<file path="src/rtl/motor_pkg.sv">
// Shared definitions for the stepper move scheduler: FSM encoding, speed
// width, coil patterns and the speed-level to step-period mapping.
package motor_pkg;

  localparam int SPD_W = 4;

  typedef enum logic [1:0] {
    ST_IDLE  = 2'd0,
    ST_RUN   = 2'd1,
    ST_DECEL = 2'd2,
    ST_DONE  = 2'd3
  } state_t;

  localparam logic [3:0] COIL_P0 = 4'b0001;
  localparam logic [3:0] COIL_P1 = 4'b0010;
  localparam logic [3:0] COIL_P2 = 4'b0100;
  localparam logic [3:0] COIL_P3 = 4'b1000;

  // Step period in ramp ticks for speed level s: faster levels give shorter gaps.
  function automatic logic [SPD_W-1:0] period(input int unsigned spd_max,
                                              input logic [SPD_W-1:0] s);
    int unsigned p;
    p = spd_max + 32'd1 - 32'(s);
    return SPD_W'(p);
  endfunction

endpackage

</file>
<file path="src/rtl/step_phase_seq.sv">
// Four-phase coil sequencer: walks a 2-bit phase index one position per step
// in the commanded direction and decodes it to the one-hot coil pattern.
module step_phase_seq
  import motor_pkg::*;
#(
  parameter bit HOLD = 1'b0
) (
  input  logic       clk,
  input  logic       rst,
  input  logic       dir,
  input  logic       step_en,
  input  logic       busy,
  output logic [3:0] step_ctr
);

  logic [1:0] idx;
  logic [3:0] pat;

  // Phase index advances or retreats once per step; kept across moves.
  always_ff @(posedge clk) begin
    if (rst) begin
      idx <= 2'd0;
    end else if (step_en) begin
      idx <= dir ? (idx + 2'd1) : (idx - 2'd1);
    end
  end

  // Decode index to coil pattern; de-energise when idle unless holding.
  always_comb begin
    pat = COIL_P0;
    case (idx)
      2'd0: pat = COIL_P0;
      2'd1: pat = COIL_P1;
      2'd2: pat = COIL_P2;
      2'd3: pat = COIL_P3;
      default: pat = COIL_P0;
    endcase
    step_ctr = (busy || HOLD) ? pat : 4'b0000;
  end

endmodule

</file>
<file path="src/rtl/step_move_sched.sv">
// Counted, ramped, abortable move scheduler for a 4-phase stepper. A command
// (steps, direction, target speed) is accepted in IDLE; steps are timed from a
// prescaled tick and the speed level ramps per step in a trapezoid.
module step_move_sched
  import motor_pkg::*;
#(
  parameter int TICK_DIV = 50000,
  parameter int STEP_W   = 16,
  parameter int SPD_MAX  = 15,
  parameter bit HOLD     = 1'b0
) (
  input  logic              clk,
  input  logic              rst,
  input  logic              cmd_valid,
  output logic              cmd_ready,
  input  logic [STEP_W-1:0] cmd_steps,
  input  logic              cmd_dir,
  input  logic [SPD_W-1:0]  cmd_speed,
  input  logic              abort,
  output logic              busy,
  output logic              done,
  output logic              step_pulse,
  output logic [SPD_W-1:0]  cur_speed,
  output logic [3:0]        step_ctr
);

  localparam int PW = (TICK_DIV > 1) ? $clog2(TICK_DIV) : 1;

  state_t             state, state_nx;
  logic [PW-1:0]      pre_cnt;
  logic [SPD_W-1:0]   timer;
  logic [SPD_W-1:0]   target;
  logic [STEP_W-1:0]  rem;
  logic [STEP_W-1:0]  rem_dec;
  logic               dir_q;
  logic               accept;
  logic               tick;
  logic               step_evt;
  logic [SPD_W-1:0]   spd_nx;
  logic               fin;

  // Saturate a requested speed level into 1..SPD_MAX.
  function automatic logic [SPD_W-1:0] clamp_speed(input logic [SPD_W-1:0] s);
    if (s == '0) return SPD_W'(1);
    else if (int'(s) > SPD_MAX) return SPD_W'(SPD_MAX);
    else return s;
  endfunction

  assign cmd_ready = (state == ST_IDLE);
  assign busy      = (state == ST_RUN) || (state == ST_DECEL);
  assign done      = (state == ST_DONE);
  assign accept    = cmd_valid && cmd_ready;
  assign tick      = (pre_cnt == PW'(TICK_DIV - 1));
  // The step fires on the tick that would take the timer from 1 to 0.
  assign step_evt  = busy && tick && (timer == SPD_W'(1));
  assign rem_dec   = rem - STEP_W'(1);

  // Ramp decision for the step being emitted this cycle (valid while step_pulse).
  always_comb begin
    spd_nx = cur_speed;
    fin    = 1'b0;
    if (state == ST_DECEL) begin
      if ((rem_dec == '0) || (cur_speed <= SPD_W'(1))) fin = 1'b1;
      else spd_nx = cur_speed - SPD_W'(1);
    end else if (rem_dec == '0) begin
      fin = 1'b1;
    end else if (rem_dec <= (STEP_W'(cur_speed) - STEP_W'(1))) begin
      // Braking distance reached: slow down so the last step lands at level 1.
      spd_nx = (cur_speed > SPD_W'(1)) ? (cur_speed - SPD_W'(1)) : cur_speed;
    end else if (cur_speed < target) begin
      spd_nx = cur_speed + SPD_W'(1);
    end else if (cur_speed > target) begin
      spd_nx = cur_speed - SPD_W'(1);
    end
  end

  // Next-state logic for the move FSM.
  always_comb begin
    state_nx = state;
    case (state)
      ST_IDLE: begin
        if (accept) state_nx = (cmd_steps == '0) ? ST_DONE : ST_RUN;
      end
      ST_RUN: begin
        if (step_pulse && fin) state_nx = ST_DONE;
        else if (abort)        state_nx = ST_DECEL;
      end
      ST_DECEL: begin
        if (step_pulse && fin) state_nx = ST_DONE;
      end
      ST_DONE: state_nx = ST_IDLE;
      default: state_nx = ST_IDLE;
    endcase
  end

  // FSM state register.
  always_ff @(posedge clk) begin
    if (rst) state <= ST_IDLE;
    else     state <= state_nx;
  end

  // Control outputs: step strobe and the published speed level.
  always_ff @(posedge clk) begin
    if (rst) begin
      step_pulse <= 1'b0;
      cur_speed  <= '0;
    end else begin
      step_pulse <= step_evt;
      if (accept && (cmd_steps != '0)) begin
        cur_speed <= SPD_W'(1);
      end else if (busy && step_pulse) begin
        cur_speed <= fin ? '0 : spd_nx;
      end
    end
  end

  // Move datapath: command latch, prescaler, step timer and remaining count.
  always_ff @(posedge clk) begin
    if (accept) begin
      rem     <= cmd_steps;
      dir_q   <= cmd_dir;
      target  <= clamp_speed(cmd_speed);
      pre_cnt <= '0;
      timer   <= period(SPD_MAX, SPD_W'(1));
    end else if (busy) begin
      pre_cnt <= tick ? '0 : (pre_cnt + PW'(1));
      if (step_pulse) begin
        rem   <= rem_dec;
        timer <= period(SPD_MAX, spd_nx);
      end else if (tick) begin
        timer <= timer - SPD_W'(1);
      end
    end
  end

  step_phase_seq #(
    .HOLD(HOLD)
  ) u_phase (
    .clk      (clk),
    .rst      (rst),
    .dir      (dir_q),
    .step_en  (step_evt),
    .busy     (busy),
    .step_ctr (step_ctr)
  );

endmodule

</file>
<file path="config.mk">
export PLATFORM = sky130hd
export DESIGN_NAME = step_move_sched
export DESIGN_NICKNAME = d
export VERILOG_FILES = /design/src/rtl/motor_pkg.sv /design/src/rtl/step_phase_seq.sv /design/src/rtl/step_move_sched.sv
export SDC_FILE = /design/constraint.sdc
export NUM_CORES = 1
export LEC_CHECK = 0
export CORE_MARGIN = 4
export CORE_UTILIZATION = 55
export CTS_CLUSTER_SIZE = 30
export DETAILED_ROUTE_END_ITERATION = 8
export PLACE_DENSITY = 0.81
export SYNTH_ARGS = -nofsm -noshare
export SYNTH_HDL_FRONTEND = slang
export SYNTH_SLANG_ARGS = --single-unit
</file>
<file path="constraint.sdc">
create_clock -name clk -period 5.8 [get_ports clk]
set_clock_uncertainty 0.1 [all_clocks]
set_input_delay 0.87 -clock clk [delete_from_list [all_inputs] [get_ports clk]]
set_output_delay 0.87 -clock clk [all_outputs]
set_load 0.005 [all_outputs]
</file>
==> results.toml <==
[drt]
first_pass_iters = 4
vias = 3045
drtIter0Drc = 201
routed_wl_um = 8123
wl_per_cell_um = 15.56
ant_nets = 0
route.detailed.drc = 0
viasPerCell = 5.833

[critical_path]
crit_chain = "inv_1 > ha_1 > nor2b_1 > and4_1 > nand2_1 > xor2_1 > inv_1 > ha_1 > and4_2 > nand2_1 > nor2_1 > o311ai_0 > a211oi_2 > mux2i_1 > xnor2_1 > ha_1 > a221oi_1 > o21ai_0"
cp.arrival_ns = 4.95
start_kind = "register"
cp_num_buf_inv = 2
path_max_fanout = 11
worstSetupPathType = "reg -> reg"
critPathMostFrequentCell = "ha_1"
required_ns = 5.83
path_delay_family = "compound AO/OA/AOI/OAI gates"
cp-end-kind = "register"
max_stage_delay_ns = 0.65
slowest_stage = "a211oi_2"

[sta]
final-max-slew-violation-count = 0
hold_viol = 0
finalCritPeriodShare_pct = 84.78
tns_ns = 0
grt_setup_unrepaired = "no"
period_needed_ns = 4.917
max_slew.worst_pin.slew_ns = 1.076
whs_ns = 0.4356
setup_viol = 0
slew_headroom_pct = 28.08
fmax_mhz = 203.4

[synthesis]
netlist_instances = 416
ys_warn_count = 0
synth_seq_cells = 50
synth_top_area_cell = "edfxtp_1"
synth_edf_count = 21
synth.area.top_cells = "edfxtp_1, dfxtp_1, ha_1"
synth_top_flop_cell = "dfxtp_1"
synth_cell_types = 59
syn_area_um2 = 3648
ys_seq_area_share_pct = 33.20
synth-async-reset-ratio_pct = 0
netlist.area_leader.share_pct = 17.28
syn_nets = 477
synth_area_per_cell_um2 = 8.770

[die]
ioPinCount = 37
num_rows = 29
start_util_pct = 57.13
die_area_um2 = 8000
die_y_um = 89.45
core_um2 = 6386
die-width_um = 89.45

[placement]
port_buffers = 36
dpl.hpwl_um = 6187
place_inst = 514
gp_routability_congestion = 0.9427

[power_and_ir_drop]
power_density_nw_per_um2 = 365.8
p_leak_nw = 1.612
ir_drop_mv = 0.2635
switching_power_w = 0.0006125
p_total_w = 0.001512
swShare_pct = 40.50
clkPwrFrac_pct = 14.6
power.share.sequential_pct = 35.5
power_frac_comb_pct = 49.8
power.internal_w = 0.0008999

[global_route]
overflow = 0
grtUsageTotal_pct = 21.96
grt_max_degree = 30
grt_pass1_wl_um = 13860
grt_pass1_vias = 2956
antenna_found_initial = 0

[clock_tree]
holdBufCountCts = 0
htree_levels = 2
cts_root_buf = "clkbuf_8"
clkSinkCount = 50
cts-buffers-inserted = 5
ctsResizeCount = 0
clk_pin_slew_worst_paths_ns = 0.09
cts_tree = "yes"
post_cts_buffers = 0
clockBufferDepth = 2
clock_latency_ns = 0.30

[finish]
utilization_pct = 64.73
diodes = 0
instances_no_fill = 522
multi_input_area_um2 = 2256
regArea_um2 = 1211
area_growth_syn_to_layout_pct = 13.31
drive_gt1_share_pct = 5.843
nFillCells = 545
fin_nets = 505

[hold_path]
hp-class = "reg -> reg"

[run_status]
outcome = "completed"

[job]
cap_violations = 0
-- worst register-to-register path, delay by kind of cell, from the launching register on --
family                   cells  cell delay (ns)
multiplexers                 1             0.34
XOR/XNOR                     2             0.58
adder cells (fa/ha/maj)      3             0.77
AO/OA/AOI/OAI                4             1.22
buffers and inverters        2             0.18
flip-flops                   1             0.47
AND/OR/NAND/NOR              6             1.07
-- layout make-up --
class | count | area share [%]
Clock inverter | 1 | 0.09080
Inverter | 29 | 2.633
Sequential cell | 50 | 29.30
Clock buffer | 7 | 2.361
Timing Repair Buffer | 36 | 8.717
Multi-Input combinational cell | 322 | 54.57
Tap cell | 77 | 2.331
-- sequential cells by signal (all words and copies together), names as in the netlist --
name and cells:
u_phase.idx 2, dir_q 1, target 4, step_pulse 1
rem 16, timer 4, cur_speed 4, pre_cnt 16
state 2
-- cells by family (layout without fill, tap and decap cells) --
kind of cell               after synthesis  after routing  share of synthesized area (%)
DFF                                     50             50                          33.20
adders and majority gates               36             36                          12.35
muxes                                   15             15                          4.424
and+or+nand+nor                        168            168                          24.14
xor gates and xnor gates                35             35                          8.779
AOI/OAI and AO/OA                       68             68                          12.14
buffers and inverters                   44             73                          4.972
-- synth_stat cells, drive strengths merged, types with 5 or more instances --
library cell and n:
a21oi 26, and2 5, and3 6, clkbuf 12, dfxtp 29, edfxtp 21
ha 36, inv 29, mux2 9, mux2i 6, nand2 33, nand3 10
nand4 10, nor2 49, nor2b 8, nor3 15, nor4 11, o21a 5
o21ai 8, xnor2 16, xor2 18
-- through the flow --
| step | area (um2) | setup WS [ns] |
|---|---|---|
| after global placement | 4033 | 1.119 |
| final | 4134 | 0.8830 |
| after detailed placement | 4033 | 0.9263 |
| after global routing | 4134 | 0.3843 |
| after floorplan | 3649 | 1.531 |
| after CTS | 4134 | 0.9252 |
-- power by group through the flow --
stage | Combinational, W | Clock [W] | Sequential [W]
after global placement | 0.000714 | 0 | 0.000540
final | 0.000753 | 0.000222 | 0.000538
after CTS | 0.000750 | 0.000228 | 0.000536
after floorplan | 0.000558 | 0 | 0.000525
after global routing | 0.000842 | 0.000245 | 0.000547
after detailed placement | 0.000743 | 0 | 0.000544
-- layer usage --
metal / part of all wire (%) / wire length, um / vias to the layer above / global-route usage, %
met5: 0 / 0 / - / 0
met4: 0.49 / 40 / 0 / 5.413
met3: 3.5 / 281 / 4 / 2.304
met2: 50 / 4033 / 64 / 37.17
met1: 46 / 3767 / 1442 / 30.05
li1: - / - / 1535 / -
-- final timing paths --
path                                          startpoint                       end  slack (ns)  cells past startpoint
worst max-delay path                    rem[0]$_DFFE_PP_     timer[1]$_SDFFE_PP1P_        0.88                     18
worst min register to register  pre_cnt[15]$_SDFFE_PP0N_  pre_cnt[15]$_SDFFE_PP0N_        0.44                      2
worst max register to register          rem[0]$_DFFE_PP_     timer[1]$_SDFFE_PP1P_        0.88                     18
worst min-delay path            pre_cnt[15]$_SDFFE_PP0N_  pre_cnt[15]$_SDFFE_PP0N_        0.44                      2
-- layout by cell type, fill, tap and decap left out, types with 8 or more instances in the layout --
cell type,count
dfxtp_1,29
mux2_2,9
ha_1,36
nand4_1,10
nor2_1,49
nor3_1,14
nand2_1,33
edfxtp_1,21
nand3_1,10
xnor2_1,16
nor2b_1,8
o21ai_0,8
clkdlybuf4s50_1,36
a21oi_1,26
xor2_1,18
inv_1,29
nor4_1,10
No activity file was read; power rests on OpenSTA's default activity.
